`config.mk`:
```
export PLATFORM = sky130hd
export DESIGN_NAME = spi_ram_ctrl_flat
export DESIGN_NICKNAME = d
export VERILOG_FILES = /design/src/rtl/spi_ram_pkg.sv /design/src/rtl/spi_ram_ctrl_if.sv /design/src/rtl/spi_ram_ctrl.sv /design/src/flat_wrapper.sv
export SDC_FILE = /design/constraint.sdc
export NUM_CORES = 1
export LEC_CHECK = 0
export CELL_PAD_IN_SITES_DETAIL_PLACEMENT = 1
export CELL_PAD_IN_SITES_GLOBAL_PLACEMENT = 1
export CORE_MARGIN = 8
export CORE_UTILIZATION = 35
export CTS_BUF_LIST = sky130_fd_sc_hd__clkbuf_8
export CTS_CLUSTER_DIAMETER = 40
export DETAILED_ROUTE_END_ITERATION = 10
export GPL_ROUTABILITY_DRIVEN = 0
export PLACE_DENSITY_LB_ADDON = 0.3
export SETUP_SLACK_MARGIN = 0.05
export SLEW_MARGIN = 5
export SYNTH_ARGS = -nofsm -noshare
export SYNTH_HDL_FRONTEND = slang
export SYNTH_SLANG_ARGS = --single-unit
```
`constraint.sdc`:
```
create_clock -name clk -period 1.2 [get_ports clk]
set_input_delay 0.18 -clock clk [delete_from_list [all_inputs] [get_ports clk]]
set_output_delay 0.18 -clock clk [all_outputs]
set_load 0.05 [all_outputs]
```
`src/rtl/spi_ram_pkg.sv`:
```
// Shared constants for the SPI-to-RAM command path: opcodes, word widths, FSM encoding.
// Used by spi_ram_ctrl, spi_slave and their benches.
package spi_ram_pkg;

  localparam int CMD_W  = 10;
  localparam int DATA_W = 8;

  localparam logic [1:0] OP_WR_ADDR = 2'b00;
  localparam logic [1:0] OP_WR_DATA = 2'b01;
  localparam logic [1:0] OP_RD_ADDR = 2'b10;
  localparam logic [1:0] OP_RD_DATA = 2'b11;

  typedef enum logic [1:0] {
    ST_IDLE     = 2'd0,
    ST_RD_ISSUE = 2'd1,
    ST_RD_WAIT  = 2'd2,
    ST_RD_SEND  = 2'd3
  } ctrl_state_e;

  function automatic logic [1:0] cmd_op(input logic [CMD_W-1:0] cmd);
    return cmd[CMD_W-1 -: 2];
  endfunction

  function automatic logic [DATA_W-1:0] cmd_payload(input logic [CMD_W-1:0] cmd);
    return cmd[DATA_W-1:0];
  endfunction

endpackage

```
`src/rtl/spi_ram_ctrl_if.sv`:
```
// Command/RAM/response bundle around spi_ram_ctrl. slave = controller side,
// master = the SPI slave + RAM side that feeds commands and read data.
interface spi_ram_ctrl_if import spi_ram_pkg::*; #(parameter int ADDR_SIZE = 8);

  logic [CMD_W-1:0]     rx_data;
  logic                 rx_valid;
  logic                 ram_en;
  logic                 ram_we;
  logic [ADDR_SIZE-1:0] ram_addr;
  logic [DATA_W-1:0]    ram_wdata;
  logic [DATA_W-1:0]    ram_rdata;
  logic [DATA_W-1:0]    tx_data;
  logic                 tx_valid;
  logic                 busy;
  logic                 cmd_err;

  modport slave (
    input  rx_data, rx_valid, ram_rdata,
    output ram_en, ram_we, ram_addr, ram_wdata, tx_data, tx_valid, busy, cmd_err
  );

  modport master (
    output rx_data, rx_valid, ram_rdata,
    input  ram_en, ram_we, ram_addr, ram_wdata, tx_data, tx_valid, busy, cmd_err
  );

endinterface

```
`src/rtl/spi_ram_ctrl.sv`:
```
// Command sequencer between spi_slave and a single-port RAM; all outputs registered.
// Optional SPI_RAM_AUTOINC_EN: post-increment wr_addr on WR_DATA and rd_addr on RD_ISSUE.
module spi_ram_ctrl import spi_ram_pkg::*; #(
  parameter int MEM_DEPTH = 256,
  parameter int ADDR_SIZE = 8
) (
  input  logic           clk,
  input  logic           rst,
  spi_ram_ctrl_if.slave  bus
);

  ctrl_state_e          state_q, state_d;
  logic [ADDR_SIZE-1:0] wr_addr_q, wr_addr_d;
  logic [ADDR_SIZE-1:0] rd_addr_q, rd_addr_d;
  logic                 ram_en_q, ram_en_d;
  logic                 ram_we_q, ram_we_d;
  logic [ADDR_SIZE-1:0] ram_addr_q, ram_addr_d;
  logic [DATA_W-1:0]    ram_wdata_q, ram_wdata_d;
  logic [DATA_W-1:0]    tx_data_q, tx_data_d;
  logic                 tx_valid_q, tx_valid_d;
  logic                 busy_q, busy_d;
  logic                 cmd_err_q, cmd_err_d;

  logic [1:0]           op;
  logic [DATA_W-1:0]    payload;
  logic                 in_range;

  assign op       = cmd_op(bus.rx_data);
  assign payload  = cmd_payload(bus.rx_data);
  // Only reachable when MEM_DEPTH < 256; for the full map every payload is legal.
  assign in_range = (int'(payload) < MEM_DEPTH);

  always_comb begin
    state_d     = state_q;
    wr_addr_d   = wr_addr_q;
    rd_addr_d   = rd_addr_q;
    ram_en_d    = 1'b0;
    ram_we_d    = 1'b0;
    ram_addr_d  = ram_addr_q;
    ram_wdata_d = ram_wdata_q;
    tx_data_d   = tx_data_q;
    tx_valid_d  = 1'b0;
    cmd_err_d   = 1'b0;

    case (state_q)
      ST_IDLE: begin
        if (bus.rx_valid) begin
          case (op)
            OP_WR_ADDR: begin
              if (in_range) wr_addr_d = payload[ADDR_SIZE-1:0];
              else          cmd_err_d = 1'b1;
            end
            OP_WR_DATA: begin
              ram_en_d    = 1'b1;
              ram_we_d    = 1'b1;
              ram_addr_d  = wr_addr_q;
              ram_wdata_d = payload;
`ifdef SPI_RAM_AUTOINC_EN
              wr_addr_d   = wr_addr_q + ADDR_SIZE'(1);
`endif
            end
            OP_RD_ADDR: begin
              if (in_range) rd_addr_d = payload[ADDR_SIZE-1:0];
              else          cmd_err_d = 1'b1;
            end
            default: begin
              ram_en_d   = 1'b1;
              ram_addr_d = rd_addr_q;
              state_d    = ST_RD_ISSUE;
            end
          endcase
        end
      end
      ST_RD_ISSUE: begin
        state_d = ST_RD_WAIT;
`ifdef SPI_RAM_AUTOINC_EN
        rd_addr_d = rd_addr_q + ADDR_SIZE'(1);
`endif
      end
      ST_RD_WAIT: begin
        // RAM data is valid now; register it so tx_valid and tx_data rise together.
        tx_data_d  = bus.ram_rdata;
        tx_valid_d = 1'b1;
        state_d    = ST_RD_SEND;
      end
      ST_RD_SEND: state_d = ST_IDLE;
      default:    state_d = ST_IDLE;
    endcase

    if (state_q != ST_IDLE && bus.rx_valid) cmd_err_d = 1'b1;
    busy_d = (state_d != ST_IDLE);
  end

  always_ff @(posedge clk) begin
    if (rst) begin
      state_q     <= ST_IDLE;
      wr_addr_q   <= '0;
      rd_addr_q   <= '0;
      ram_en_q    <= 1'b0;
      ram_we_q    <= 1'b0;
      ram_addr_q  <= '0;
      ram_wdata_q <= '0;
      tx_data_q   <= '0;
      tx_valid_q  <= 1'b0;
      busy_q      <= 1'b0;
      cmd_err_q   <= 1'b0;
    end else begin
      state_q     <= state_d;
      wr_addr_q   <= wr_addr_d;
      rd_addr_q   <= rd_addr_d;
      ram_en_q    <= ram_en_d;
      ram_we_q    <= ram_we_d;
      ram_addr_q  <= ram_addr_d;
      ram_wdata_q <= ram_wdata_d;
      tx_data_q   <= tx_data_d;
      tx_valid_q  <= tx_valid_d;
      busy_q      <= busy_d;
      cmd_err_q   <= cmd_err_d;
    end
  end

  assign bus.ram_en    = ram_en_q;
  assign bus.ram_we    = ram_we_q;
  assign bus.ram_addr  = ram_addr_q;
  assign bus.ram_wdata = ram_wdata_q;
  assign bus.tx_data   = tx_data_q;
  assign bus.tx_valid  = tx_valid_q;
  assign bus.busy      = busy_q;
  assign bus.cmd_err   = cmd_err_q;

endmodule

```
`src/flat_wrapper.sv`:
```
// flat-port wrapper written by rule: the top's interface ports become plain ports
module spi_ram_ctrl_flat import spi_ram_pkg::*;
#(
  parameter int MEM_DEPTH = 256,
  parameter int ADDR_SIZE = 8
)
  (clk, rst, bus_rx_data, bus_rx_valid, bus_ram_rdata, bus_ram_en, bus_ram_we, bus_ram_addr, bus_ram_wdata, bus_tx_data, bus_tx_valid, bus_busy, bus_cmd_err);
  spi_ram_ctrl_if #(.ADDR_SIZE(ADDR_SIZE)) bus_i ();
  input  logic clk;
  input  logic rst;
  input wire logic [$bits(bus_i.rx_data)-1:0] bus_rx_data;
  input wire logic [$bits(bus_i.rx_valid)-1:0] bus_rx_valid;
  input wire logic [$bits(bus_i.ram_rdata)-1:0] bus_ram_rdata;
  output wire logic [$bits(bus_i.ram_en)-1:0] bus_ram_en;
  output wire logic [$bits(bus_i.ram_we)-1:0] bus_ram_we;
  output wire logic [$bits(bus_i.ram_addr)-1:0] bus_ram_addr;
  output wire logic [$bits(bus_i.ram_wdata)-1:0] bus_ram_wdata;
  output wire logic [$bits(bus_i.tx_data)-1:0] bus_tx_data;
  output wire logic [$bits(bus_i.tx_valid)-1:0] bus_tx_valid;
  output wire logic [$bits(bus_i.busy)-1:0] bus_busy;
  output wire logic [$bits(bus_i.cmd_err)-1:0] bus_cmd_err;
  assign bus_i.rx_data = bus_rx_data;
  assign bus_i.rx_valid = bus_rx_valid;
  assign bus_i.ram_rdata = bus_ram_rdata;
  assign bus_ram_en = bus_i.ram_en;
  assign bus_ram_we = bus_i.ram_we;
  assign bus_ram_addr = bus_i.ram_addr;
  assign bus_ram_wdata = bus_i.ram_wdata;
  assign bus_tx_data = bus_i.tx_data;
  assign bus_tx_valid = bus_i.tx_valid;
  assign bus_busy = bus_i.busy;
  assign bus_cmd_err = bus_i.cmd_err;
  spi_ram_ctrl #(.MEM_DEPTH(MEM_DEPTH), .ADDR_SIZE(ADDR_SIZE)) u_core (.clk(clk), .rst(rst), .bus(bus_i));
endmodule
```
# Word level (Yosys, flattened, before mapping)
# Cells that the tools add are included.
totals:
  regBits: 47
  latchBits: 0
  ramBits: 0
  mem_bits_ro: 0
  n_memories: 0
op_classes:
  addsub: 0
  n_mul: 0
  div: 0
  n_lt_le_gt_ge: 0
  eq_ne: 5
  shift: 0
  n_mux: 8
  bitwise: 3
  n_reduce_logical: 12
ops:
  columns: ["cell", "n"]
  rows:
  - ["$pmux W8 S2", 1]
  - ["$reduce_and A3 Y1", 4]
  - ["$pmux W2 S4", 1]
  - ["$eq A2 B2 Y1 const B", 3]
  - ["$reduce_or A3 Y1", 2]
  - ["$eq A2 B1 Y1 const B", 2]
  - ["$logic_not A2 Y1", 2]
  - ["$mux W1", 4]
  - ["$mux W2", 2]
  - ["$reduce_bool A2 Y1", 2]
  - ["$not A1 Y1", 3]
  - ["$reduce_or A2 Y1", 1]
  - ["$logic_and A1 B1 Y1", 1]

# Logic depth before layout (Yosys ltp)
depth:
  depth_word: 6
  depth_mapped: 5
  mapped_depth_nobuf: 4

# Worst setup path before layout
# No wires, ideal clock.
synth_path:
  kind: "register to register"
  start: "register u_core.state_q[0]"
  end: "register u_core.wr_addr_q[4]"
  setup_time_ns: 0.124
  t_arrival_ns: 1.137
  required_time_ns: 1.076
  setup_slack_ns: -0.061
  stages_incl_launch_ff: 6
  path_buffers: 1
  path_cell_list: "dfxtp_1 > inv_1 > ha_1 > buf_4 > nand4bb_1 > mux2i_1"
synth_between:
  elab_chain_cells: 2
synth_rtl:
  columns: ["element", "line_no", "text"]
  rows:
  - ["from (decl)", "spi_ram_ctrl.sv:12", "ctrl_state_e state_q, state_d;"]
  - ["from (signal assigned)", "spi_ram_ctrl.sv:108", "state_q <= state_d;"]
  - ["$logic_not A2 Y1", "spi_ram_ctrl.sv:45", "case (state_q)"]
  - ["$reduce_and A3 Y1 (no source line)", null, null]
  - ["to (signal assigned)", "spi_ram_ctrl.sv:109", "wr_addr_q <= wr_addr_d;"]
  - ["to (decl)", "spi_ram_ctrl.sv:13", "logic [ADDR_SIZE-1:0] wr_addr_q, wr_addr_d;"]
# No other way between the ends.
# A chain may end at the register's enable or synchronous reset.

# Final worst setup path
layout_path:
  start: "register u_core.state_q[0]"
  end: "register u_core.wr_addr_q[3]"
# The elaborated chain is that of the path after synthesis.

==> impl_metrics.csv <==
group,metric,value,unit
finish,antenna_cells_inserted,0,
finish,post_route_cells_drive_above_1_share,32.5,%
worst_setup_path,r2r_setup_slack,-10,ps
clocking,clk_path_buf_depth,2,
worst_setup_path,critical_path.startpoint_type,"flop",
sta,max-slew-margin-rel,81.8,%
die,top_level_ports,50,
worst_setup_path,critical-path-slowest-cell,"sky130_fd_sc_hd__dfxtp_2",
detailed_routing,detailedRoute.firstIterationViolations,55,
clocking,cts_tree,"done",
outcome,run_status,"finished with violations",
finish,most_common_cell_after_layout_fill_and_taps_aside,"sky130_fd_sc_hd__dfxtp_1",
synth,synth_seq_cells,47,
sta,layout_min_cycle_time,1210,ps
synth,synthesis.area_per_instance,10.8,sq um
clocking,cts_buffers,5,
worst_setup_path,critPathKind,"reg2reg",
detailed_routing,first_pass_iters,4,
sta,slew_worst_pin,272,ps
sta,final-hold-violation-count,0,
pwr,power_leakage,0.00126,uW
clocking,clock-root-buffer,"sky130_fd_sc_hd__clkbuf_8",
global_routing,grt_overflow,0,
synth,yosysUniqueCellTypes,23,
detailed_routing,detail_route.drc_violations,0,
finish,area.sequential,943,sq um
worst_setup_path,critical_path_arrival,1450,ps
synth,syn-num-nets,203,
finish,most_used_cells_in_the_layout_excluding_fill_and_tap_cells,"sky130_fd_sc_hd__dfxtp_1 (45), sky130_fd_sc_hd__mux2i_1 (37), sky130_fd_sc_hd__nand2b_1 (32)",
placement,dp.final_hpwl,3570,um
global_routing,grt_first_pass_wirelength,8050,um
global_routing,grt_util_all_layers,12.0,%
detailed_routing,routed_length_per_placed_instance,15.4,um
finish,final_net_count,263,
sta,final_critical_path_setup_slack,-14.3,ps
sta,maxSlewViolCount,0,
sta,grt_setup_unrepaired,"true",
die,floorplan.initialDensity,35.7,%
job,max_cap_viols,0,
worst_hold_path,min_path_cells,3,
worst_hold_path,hp-start,"bus_rx_data[8]",
global_routing,antenna_found_initial,0,
worst_setup_path,worst_r2r_endpoint,"u_core.wr_addr_q[3]",
finish,area_of_the_multi_input_gates,0.00102,sq mm
detailed_routing,vias_per_cell,4.72,
worst_hold_path,holdPathEnd,"u_core.bus.ram_addr[5]",
sta,worst_hold_margin,335,ps
clocking,hold_buffers,0,
sta,timing.final.crit_share,101,%
die,coreArea,0.00544,sq mm
outcome,failed_checks,"negative setup slack",
detailed_routing,detail-route-antenna-nets,0,
synth,synth_warnings,0,
global_routing,grt_max_degree,16,
worst_setup_path,worstSetupEndpointType,"flop",
sta,tns,-16.5,ps
worst_setup_path,worst_path_required_time,1430,ps
clocking,clock_tree.htree_level_count,2,
synth,syn-instance-count,179,
detailed_routing,route.final.wire_length,4810,um
finish,layout-area-overhead-vs-synth,61.4,%
sta,fmax,824,MHz
detailed_routing,vias,1472,
die,floorplan.rows,27,
placement,numPortBuffers,49,
finish,nFillCells,568,
pwr,pwr_density_cell,1870,mW/mm^2
worst_hold_path,hold_path_class,"in2reg",
worst_setup_path,crit_path_cell_trace,"inv_4 > ha_4 > and4bb_4 > mux2i_1",
clocking,worstSkewPairLatency,300,ps
die,floorplan.die_area,0.00818,sq mm
clocking,cts.reportedPaths.clkPinSlew,90,ps
sta,number_of_endpoints_failing_setup_at_the_final_stage,2,
die,fp.dieH,90.4,um
sta,worst_case_clock_skew,5.75,ps
clocking,cts.sinks,47,
synth,synth_sequential_area_ratio,48.5,%
synth,syn_area,0.00194,sq mm
worst_setup_path,ff2ff_path_depth,4,
worst_setup_path,critPathMaxStageDelay,340,ps
global_routing,grt_pass1_vias,1624,
placement,place_ws,-295,ps
worst_setup_path,r2r-start,"u_core.state_q[0]",
pwr,vdd_ir_drop_max,976,uV
die,dieWidth,90.4,um
worst_setup_path,critical_path_peak_fanout,8,
## flip-flops by register name (all words and copies together) (netlist names)
name                  cells
u_core.bus.tx_valid       1
u_core.bus.ram_we         1
u_core.bus.cmd_err        1
u_core.bus.ram_en         1
u_core.state_q            2
u_core.wr_addr_q          8
u_core.bus.ram_wdata      8
u_core.bus.ram_addr       8
u_core.bus.busy           1
u_core.bus.tx_data        8
u_core.rd_addr_q          8
## worst max path at each step
stage                     slack (ps)               from                 endpoint
final                            -10  u_core.state_q[0]      u_core.wr_addr_q[3]
after global routing             -80  u_core.state_q[0]  u_core.bus.ram_wdata[7]
after CTS                         -3  u_core.state_q[0]      u_core.wr_addr_q[3]
after detailed placement        -290       bus_rx_valid      u_core.wr_addr_q[3]
after global placement          -240       bus_rx_valid   u_core.bus.ram_addr[0]
after floorplan                   60  u_core.state_q[0]        u_core.state_q[0]
## cells in the mapped netlist (all sizes together)
cell type | number | area share (%)
nor2b | 3 | 0.97
mux2i | 40 | 21
nor3 | 1 | 0.26
clkbuf | 2 | 0.39
nand3 | 1 | 0.26
a311oi | 1 | 0.45
a211oi | 9 | 3.5
nand2b | 32 | 10
and4bb | 1 | 0.65
inv | 2 | 0.39
ha | 3 | 1.9
a31oi | 8 | 2.6
nor3b | 2 | 0.77
nand4bb | 1 | 0.58
and4b | 1 | 0.52
buf | 12 | 3.8
nor2 | 10 | 1.9
dfxtp | 47 | 49
and3 | 1 | 0.32
nand4b | 2 | 1.2
## cell families (layout without fill, tap and decap cells)
family          count (synthesis)  in the layout  share of synthesized area, %
simple gates                   55             55                          17.8
compound gates                 18             18                          6.52
flops                          47             47                          48.5
fa+ha+maj                       3              3                          1.94
mux                            40             40                          20.6
buf+inv                        16             77                          4.58
## worst max-delay path: cells and delay by family (launching register included)
| family | cells | cell delay [ps] |
|---|---|---|
| AND/OR/NAND/NOR | 1 | 310 |
| multiplexers | 1 | 210 |
| adder cells (fa/ha/maj) | 1 | 190 |
| buffers and inverters | 1 | 80 |
| flip-flops | 1 | 340 |
## stage by stage
step           area (sq um)  total power (uW)  cells  utilization (%)
2_1_floorplan          1970              3300    179                -
3_3_place_gp           2890              4320    300             53.1
3_5_place_dp           2890              4390    300             53.1
4_1_cts                3050              5690    311             56.2
5_1_grt                3130              6120    312             57.6
6_report               3130              5840    312             57.6
## cell type report
cell class                      instances  share of cell area (%)
Multi-Input combinational cell        116                    32.5
Timing Repair Buffer                   67                    30.6
Sequential cell                        47                    30.1
Tap cell                               72                    2.88
Clock buffer                            5                    2.20
Clock inverter                          3                    1.40
Inverter                                2                   0.320
## layer usage
metal / up-vias / track usage (%) / routed length (um)
li1: 736 / - / -
met1: 685 / 14.7 / 2350
met5: - / 0 / 0
met2: 45 / 19.4 / 2190
met3: 6 / 4.07 / 210
met4: 0 / 3.33 / 55
## report_power, final
part           leakage [uW]  internal (uW)  switching [uW]
Combinational      0.000823           1350            1310
Clock             0.0000581            621             552
Sequential         0.000383           1800             212
## repair_timing
item	in CTS	in global routing
endpoints found under the setup margin	43	44
pin swaps	2	3
gates cloned	0	0
resized for setup	12	16
setup buffers	3	1
(Power assumes the default switching activity.)
